`src/rtl/lsu_bus_bridge.sv`:
```
// Load/store bridge from the core data port to a valid/ready memory bus.
// Handles one access at a time: lane steering, alignment and funct3 checks, bus handshake, load extension.
module lsu_bus_bridge #(
    parameter int TIMEOUT_CYCLES = 255
) (
    input  logic        clk,
    input  logic        rst_n,
    input  logic        req_valid,
    input  logic        req_we,
    input  logic [2:0]  req_funct3,
    input  logic [31:0] req_addr,
    input  logic [31:0] req_wdata,
    output logic        stall,
    output logic        rsp_valid,
    output logic [31:0] rdata,
    output logic        misaligned,
    output logic        access_fault,
    output logic        bus_err,
    output logic        mem_req_valid,
    input  logic        mem_req_ready,
    output logic        mem_we,
    output logic [31:0] mem_addr,
    output logic [3:0]  mem_be,
    output logic [31:0] mem_wdata,
    input  logic        mem_rsp_valid,
    input  logic [31:0] mem_rsp_rdata,
    input  logic        mem_rsp_err
);

    typedef enum logic [1:0] {S_IDLE, S_REQ, S_WAIT, S_DONE} state_t;

    // The counter only has to reach TIMEOUT_CYCLES-1 before the timeout fires.
    localparam int CW    = (TIMEOUT_CYCLES > 1) ? $clog2(TIMEOUT_CYCLES) : 1;
    localparam int LIM_I = (TIMEOUT_CYCLES > 0) ? (TIMEOUT_CYCLES - 1) : 0;
    localparam logic [CW-1:0] LIM = LIM_I[CW-1:0];

    state_t         state_q, state_d;
    logic [CW-1:0]  cnt_q, cnt_d;
    logic           we_q, we_d;
    logic [2:0]     funct3_q, funct3_d;
    logic [1:0]     addr_lo_q, addr_lo_d;
    logic           rsp_valid_q, rsp_valid_d;
    logic [31:0]    rdata_q, rdata_d;
    logic           misaligned_q, misaligned_d;
    logic           access_fault_q, access_fault_d;
    logic           bus_err_q, bus_err_d;
    logic           mem_req_valid_q, mem_req_valid_d;
    logic           mem_we_q, mem_we_d;
    logic [31:0]    mem_addr_q, mem_addr_d;
    logic [3:0]     mem_be_q, mem_be_d;
    logic [31:0]    mem_wdata_q, mem_wdata_d;

    function automatic logic is_illegal(input logic we, input logic [2:0] f3);
        if (we) begin
            is_illegal = f3[2] | (f3 == 3'b011);
        end else begin
            is_illegal = (f3 == 3'b011) | (f3 == 3'b110) | (f3 == 3'b111);
        end
    endfunction

    function automatic logic is_misaligned(input logic [2:0] f3, input logic [1:0] lo);
        case (f3[1:0])
            2'b01:   is_misaligned = lo[0];
            2'b10:   is_misaligned = (lo != 2'b00);
            default: is_misaligned = 1'b0;
        endcase
    endfunction

    function automatic logic [3:0] byte_en(input logic [2:0] f3, input logic [1:0] lo);
        case (f3[1:0])
            2'b00:   byte_en = 4'b0001 << lo;
            2'b01:   byte_en = lo[1] ? 4'b1100 : 4'b0011;
            default: byte_en = 4'b1111;
        endcase
    endfunction

    function automatic logic [31:0] lane_rep(input logic [2:0] f3, input logic [31:0] w);
        case (f3[1:0])
            2'b00:   lane_rep = {4{w[7:0]}};
            2'b01:   lane_rep = {2{w[15:0]}};
            default: lane_rep = w;
        endcase
    endfunction

    function automatic logic [31:0] load_ext(input logic [2:0] f3, input logic [1:0] lo,
                                             input logic [31:0] word);
        logic [31:0] s;
        s = word >> {lo, 3'b000};
        case (f3)
            3'b000:  load_ext = {{24{s[7]}}, s[7:0]};
            3'b001:  load_ext = {{16{s[15]}}, s[15:0]};
            3'b100:  load_ext = {24'h000000, s[7:0]};
            3'b101:  load_ext = {16'h0000, s[15:0]};
            default: load_ext = s;
        endcase
    endfunction

    // Next-state and next-output logic; response fields default to zero so they only appear with rsp_valid.
    always_comb begin
        state_d         = state_q;
        cnt_d           = cnt_q;
        we_d            = we_q;
        funct3_d        = funct3_q;
        addr_lo_d       = addr_lo_q;
        rsp_valid_d     = 1'b0;
        rdata_d         = 32'h0000_0000;
        misaligned_d    = 1'b0;
        access_fault_d  = 1'b0;
        bus_err_d       = 1'b0;
        mem_req_valid_d = 1'b0;
        mem_we_d        = mem_we_q;
        mem_addr_d      = mem_addr_q;
        mem_be_d        = mem_be_q;
        mem_wdata_d     = mem_wdata_q;
        case (state_q)
            S_IDLE: begin
                if (req_valid) begin
                    we_d      = req_we;
                    funct3_d  = req_funct3;
                    addr_lo_d = req_addr[1:0];
                    if (is_illegal(req_we, req_funct3)) begin
                        access_fault_d = 1'b1;
                        rsp_valid_d    = 1'b1;
                        state_d        = S_DONE;
                    end else if (is_misaligned(req_funct3, req_addr[1:0])) begin
                        misaligned_d = 1'b1;
                        rsp_valid_d  = 1'b1;
                        state_d      = S_DONE;
                    end else begin
                        mem_req_valid_d = 1'b1;
                        mem_we_d        = req_we;
                        mem_addr_d      = {req_addr[31:2], 2'b00};
                        mem_be_d        = byte_en(req_funct3, req_addr[1:0]);
                        mem_wdata_d     = req_we ? lane_rep(req_funct3, req_wdata) : 32'h0000_0000;
                        state_d         = S_REQ;
                    end
                end else begin
                    state_d = S_IDLE;
                end
            end
            S_REQ: begin
                if (mem_req_ready) begin
                    cnt_d   = '0;
                    state_d = S_WAIT;
                end else begin
                    mem_req_valid_d = 1'b1;
                    state_d         = S_REQ;
                end
            end
            S_WAIT: begin
                // A response in the final timeout cycle still wins over the timeout.
                if (mem_rsp_valid) begin
                    rsp_valid_d = 1'b1;
                    rdata_d     = we_q ? 32'h0000_0000 : load_ext(funct3_q, addr_lo_q, mem_rsp_rdata);
                    bus_err_d   = mem_rsp_err;
                    state_d     = S_DONE;
                end else if ((TIMEOUT_CYCLES != 0) && (cnt_q == LIM)) begin
                    rsp_valid_d = 1'b1;
                    bus_err_d   = 1'b1;
                    state_d     = S_DONE;
                end else begin
                    cnt_d = cnt_q + CW'(1'b1);
                end
            end
            S_DONE: begin
                state_d = S_IDLE;
            end
            default: begin
                state_d = S_IDLE;
            end
        endcase
    end

    // State, captured request fields and all registered outputs.
    always_ff @(posedge clk or negedge rst_n) begin
        if (!rst_n) begin
            state_q         <= S_IDLE;
            cnt_q           <= '0;
            we_q            <= 1'b0;
            funct3_q        <= 3'b000;
            addr_lo_q       <= 2'b00;
            rsp_valid_q     <= 1'b0;
            rdata_q         <= 32'h0000_0000;
            misaligned_q    <= 1'b0;
            access_fault_q  <= 1'b0;
            bus_err_q       <= 1'b0;
            mem_req_valid_q <= 1'b0;
            mem_we_q        <= 1'b0;
            mem_addr_q      <= 32'h0000_0000;
            mem_be_q        <= 4'b0000;
            mem_wdata_q     <= 32'h0000_0000;
        end else begin
            state_q         <= state_d;
            cnt_q           <= cnt_d;
            we_q            <= we_d;
            funct3_q        <= funct3_d;
            addr_lo_q       <= addr_lo_d;
            rsp_valid_q     <= rsp_valid_d;
            rdata_q         <= rdata_d;
            misaligned_q    <= misaligned_d;
            access_fault_q  <= access_fault_d;
            bus_err_q       <= bus_err_d;
            mem_req_valid_q <= mem_req_valid_d;
            mem_we_q        <= mem_we_d;
            mem_addr_q      <= mem_addr_d;
            mem_be_q        <= mem_be_d;
            mem_wdata_q     <= mem_wdata_d;
        end
    end

    assign stall         = ((state_q == S_IDLE) & req_valid) | (state_q == S_REQ) | (state_q == S_WAIT);
    assign rsp_valid     = rsp_valid_q;
    assign rdata         = rdata_q;
    assign misaligned    = misaligned_q;
    assign access_fault  = access_fault_q;
    assign bus_err       = bus_err_q;
    assign mem_req_valid = mem_req_valid_q;
    assign mem_we        = mem_we_q;
    assign mem_addr      = mem_addr_q;
    assign mem_be        = mem_be_q;
    assign mem_wdata     = mem_wdata_q;

endmodule
```
`config.mk`:
```
export PLATFORM = sky130hd
export DESIGN_NAME = lsu_bus_bridge
export DESIGN_NICKNAME = d
export VERILOG_FILES = /design/src/rtl/lsu_bus_bridge.sv
export SDC_FILE = /design/constraint.sdc
export NUM_CORES = 1
export LEC_CHECK = 0
export ABC_AREA = 1
export CORE_UTILIZATION = 55
export DETAILED_ROUTE_END_ITERATION = 7
export DONT_BUFFER_PORTS = 1
export GPL_TIMING_DRIVEN = 1
export PLACE_DENSITY = 0.74
export REMOVE_ABC_BUFFERS = 1
export SYNTH_ARGS = -nofsm -noshare
export SYNTH_HDL_FRONTEND = slang
export SYNTH_SLANG_ARGS = --single-unit
```
`constraint.sdc`:
```
create_clock -name clk -period 2.9 [get_ports clk]
set_clock_uncertainty 0.05 [all_clocks]
set_input_delay 0.58 -clock clk [delete_from_list [all_inputs] [get_ports clk]]
set_output_delay 0.58 -clock clk [all_outputs]
set_load 0.05 [all_outputs]
```
==> results.sh <==
export IMPL_p_total_w=0.00836
export IMPL_setup_violations=0
export IMPL_start_util_pct=57.7
export IMPL_coreArea_um2=9910
export IMPL_drt_wl_total_mm=13.8
export IMPL_synth_distinct_cells=29
export IMPL_ant_nets=0
export IMPL_row_count=36
export IMPL_dp_cells=836
export IMPL_path_class="flip-flop to output port"
export IMPL_cts_tree="built"
export IMPL_hpwl_mm=9.42
export IMPL_cts_htree_levels=4
export IMPL_final_common_cell="nand2_1"
export IMPL_crit_start="state_q[1]$_DFFE_PN0P_"
export IMPL_ys_ff_latch=120
export IMPL_drive_gt1_share_pct=7.21
export IMPL_die_x_um=104
export IMPL_ir_drop_uv=654
export IMPL_syn_to_final_growth_pct=10.7
export IMPL_p_sw_w=0.00414
export IMPL_num_antenna_cells=0
export IMPL_status="finished, violations left"
export IMPL_syn_inst=737
export IMPL_syn_area_um2=5720
export IMPL_wl_per_cell_um=15.9
export IMPL_hold_slack_ps=-290
export IMPL_via_per_inst=5.47
export IMPL_fin_cells=868
export IMPL_cts_made_buffers=17
export IMPL_path_max_fanout=9
export IMPL_endpoint_kind="output port"
export IMPL_dr_pass1_iters=7
export IMPL_arrival_ps=1720
export IMPL_hold_viol=120
export IMPL_max_freq_mhz=425
export IMPL_drc=0
export IMPL_pwr_density_cell_nw_per_um2=1320
export IMPL_fin_crit_sh_pct=81.1
export IMPL_r2r_start="state_q[0]$_DFFE_PN0P_"
export IMPL_ctsResizeCount=0
export IMPL_finalSetupTns_ps=0
export IMPL_seq_power_share_pct=53.7
export IMPL_maxSlewHeadroom_pct=52.8
export IMPL_clock_path_buffers=2
export IMPL_fin_area_um2=6330
export IMPL_worst_setup_path_start_kind="flip-flop"
export IMPL_cts_setup_buffers=0
export IMPL_max_slew_worst_pin_slew_ps=707
export IMPL_clk_insertion_delay_late_ps=510
export IMPL_placed_cell_area_um2=5690
export IMPL_vias=4747
export IMPL_track_usage_pct=26.7
export IMPL_nets=834
export IMPL_die_area_um2=10800
export IMPL_rsz0062_at_grt="no"
export IMPL_io_buffer_count=0
export IMPL_root_buffer="clkbuf_8"
export IMPL_die_h_um=104
export IMPL_max_cap_violations=0
export IMPL_critPathRequiredTime_ps=2270
export IMPL_p_int_w=0.00422
export IMPL_violations="negative hold slack"
export IMPL_switching_share_pct=49.5
export IMPL_pwr_share_comb_pct=19.2
export IMPL_syn_avg_cell_area_um2=7.76
export IMPL_yosysWarnings=0
export IMPL_nFillCells=823
export IMPL_period_minus_slack_ps=2350
export IMPL_final_cell_mix="nand2_1, dfrtp_1, o21ai_0"
export IMPL_grt_pass1_vias=4573
export IMPL_p_leak_nw=3.31
export IMPL_grt_antenna_before_repair=0
export IMPL_hp_class="input pin to asynchronous set/reset pin"
export IMPL_drtIter0Drc=431
export IMPL_grt_max_degree=121
export IMPL_num_io_pins=213
export IMPL_cts_sinks=120
export IMPL_grt_overflow_total=0
export IMPL_ys_seq_area_share_pct=52.5
export IMPL_slew_viol_final=0
export IMPL_clkPwrFrac_pct=27.1
export IMPL_grt_pass1_wl_mm=22.7
export IMPL_clk_pin_slew_ps=60
export IMPL_finalWeightedCongestion=0.856
[area by class of cell]
class | instances | area, µm² | area share, %
timing repair buffer | 4 | 42.5 | 0.672
multi-input combinational | 544 | 2340 | 37.0
inverter | 35 | 134 | 2.12
clock buffer | 17 | 414 | 6.54
tap | 133 | 166 | 2.63
clock inverter | 15 | 225 | 3.56
sequential | 120 | 3000 | 47.4
[cell families after synthesis]
| logic type | Yosys count | synth area share, % |
|---|---|---|
| adder cells (fa/ha/maj) | 6 | 1.31 |
| AND/OR/NAND/NOR | 437 | 30.8 |
| other | 1 | 0.0656 |
| flip-flops | 120 | 52.5 |
| XOR/XNOR | 1 | 0.153 |
| AO/OA/AOI/OAI | 98 | 8.63 |
| buffers and inverters | 74 | 6.50 |
[final timing paths]
check	slack (ps)	cells past startpoint	endpoint
setup reg to reg	910	9	mem_wdata[14]$_DFFE_PN0P_
hold / removal	-290	0	rdata[16]$_DFF_PN0_
max in group asynchronous	2900	0	mem_wdata[20]$_DFFE_PN0P_
setup / recovery	550	4	stall
min in group clk	120	1	mem_req_valid$_DFF_PN0_
hold reg to reg	470	2	funct3_q[2]$_DFFE_PN0P_
[cell usage after synthesis]
master / number / share of area, %
nand4_1: 1 / 0.11
nor3_1: 2 / 0.18
and2_1: 1 / 0.11
inv_4: 1 / 0.11
nor2_4: 5 / 0.99
or2_2: 2 / 0.22
o21bai_1: 1 / 0.13
clkinv_1: 1 / 0.066
xor2_1: 1 / 0.15
buf_6: 8 / 1.6
o21ai_0: 66 / 5.8
nand2_2: 2 / 0.22
dfrtp_1: 120 / 53
nor2_1: 50 / 3.3
nand3_2: 1 / 0.18
nand2_4: 1 / 0.20
clkbuf_1: 12 / 0.79
inv_1: 28 / 1.8
conb_1: 1 / 0.066
o21ai_1: 4 / 0.35
buf_2: 15 / 1.3
nand2_1: 333 / 22
buf_4: 3 / 0.39
ha_1: 6 / 1.3
inv_2: 5 / 0.33
clkbuf_2: 1 / 0.087
nand3_1: 38 / 3.3
a21oi_1: 27 / 2.4
nand3b_1: 1 / 0.13
[state kept, by name, indices dropped and copies added, names as in the netlist]
name           count
we_q               1
mem_be             4
mem_req_valid      1
mem_we             1
rdata             32
bus_err            1
mem_wdata         32
addr_lo_q          2
misaligned         1
mem_addr          30
access_fault       1
funct3_q           3
rsp_valid          1
cnt_q              8
state_q            2
[critical path: stages (launching register included)]
cell and delay [ps]:
dfrtp_1 390, inv_1 110, nor2_4 220, inv_2 100, nand3_1 390
[metrics by stage]
stage                     setup WS, ps  util [%]
after floorplan                    461         -
after global routing               435      63.9
after CTS                          520      63.9
after detailed placement           437      57.4
after global placement             543      57.4
final                              549      63.9
[power groups by stage]
| stage | clock network (W) | logic (W) | registers (W) |
|---|---|---|---|
| finish | 0.00226 | 0.00161 | 0.00449 |
| global route | 0.00237 | 0.00188 | 0.00456 |
| CTS | 0.00230 | 0.00161 | 0.00449 |
| detailed placement | 0 | 0.00159 | 0.00452 |
| global placement | 0 | 0.00153 | 0.00451 |
| floorplan | 0 | 0.00122 | 0.00439 |
[metal layers]
metal	share of wire, %	routed length (µm)	vias to the layer above	track usage, %
li1	-	-	2283	-
met2	48	6560	219	42.0
met3	8.6	1180	34	8.90
met5	0	0	-	0
met4	3.0	412	0	12.9
met1	41	5640	2211	33.2
Power figures use the tool's default switching activity.
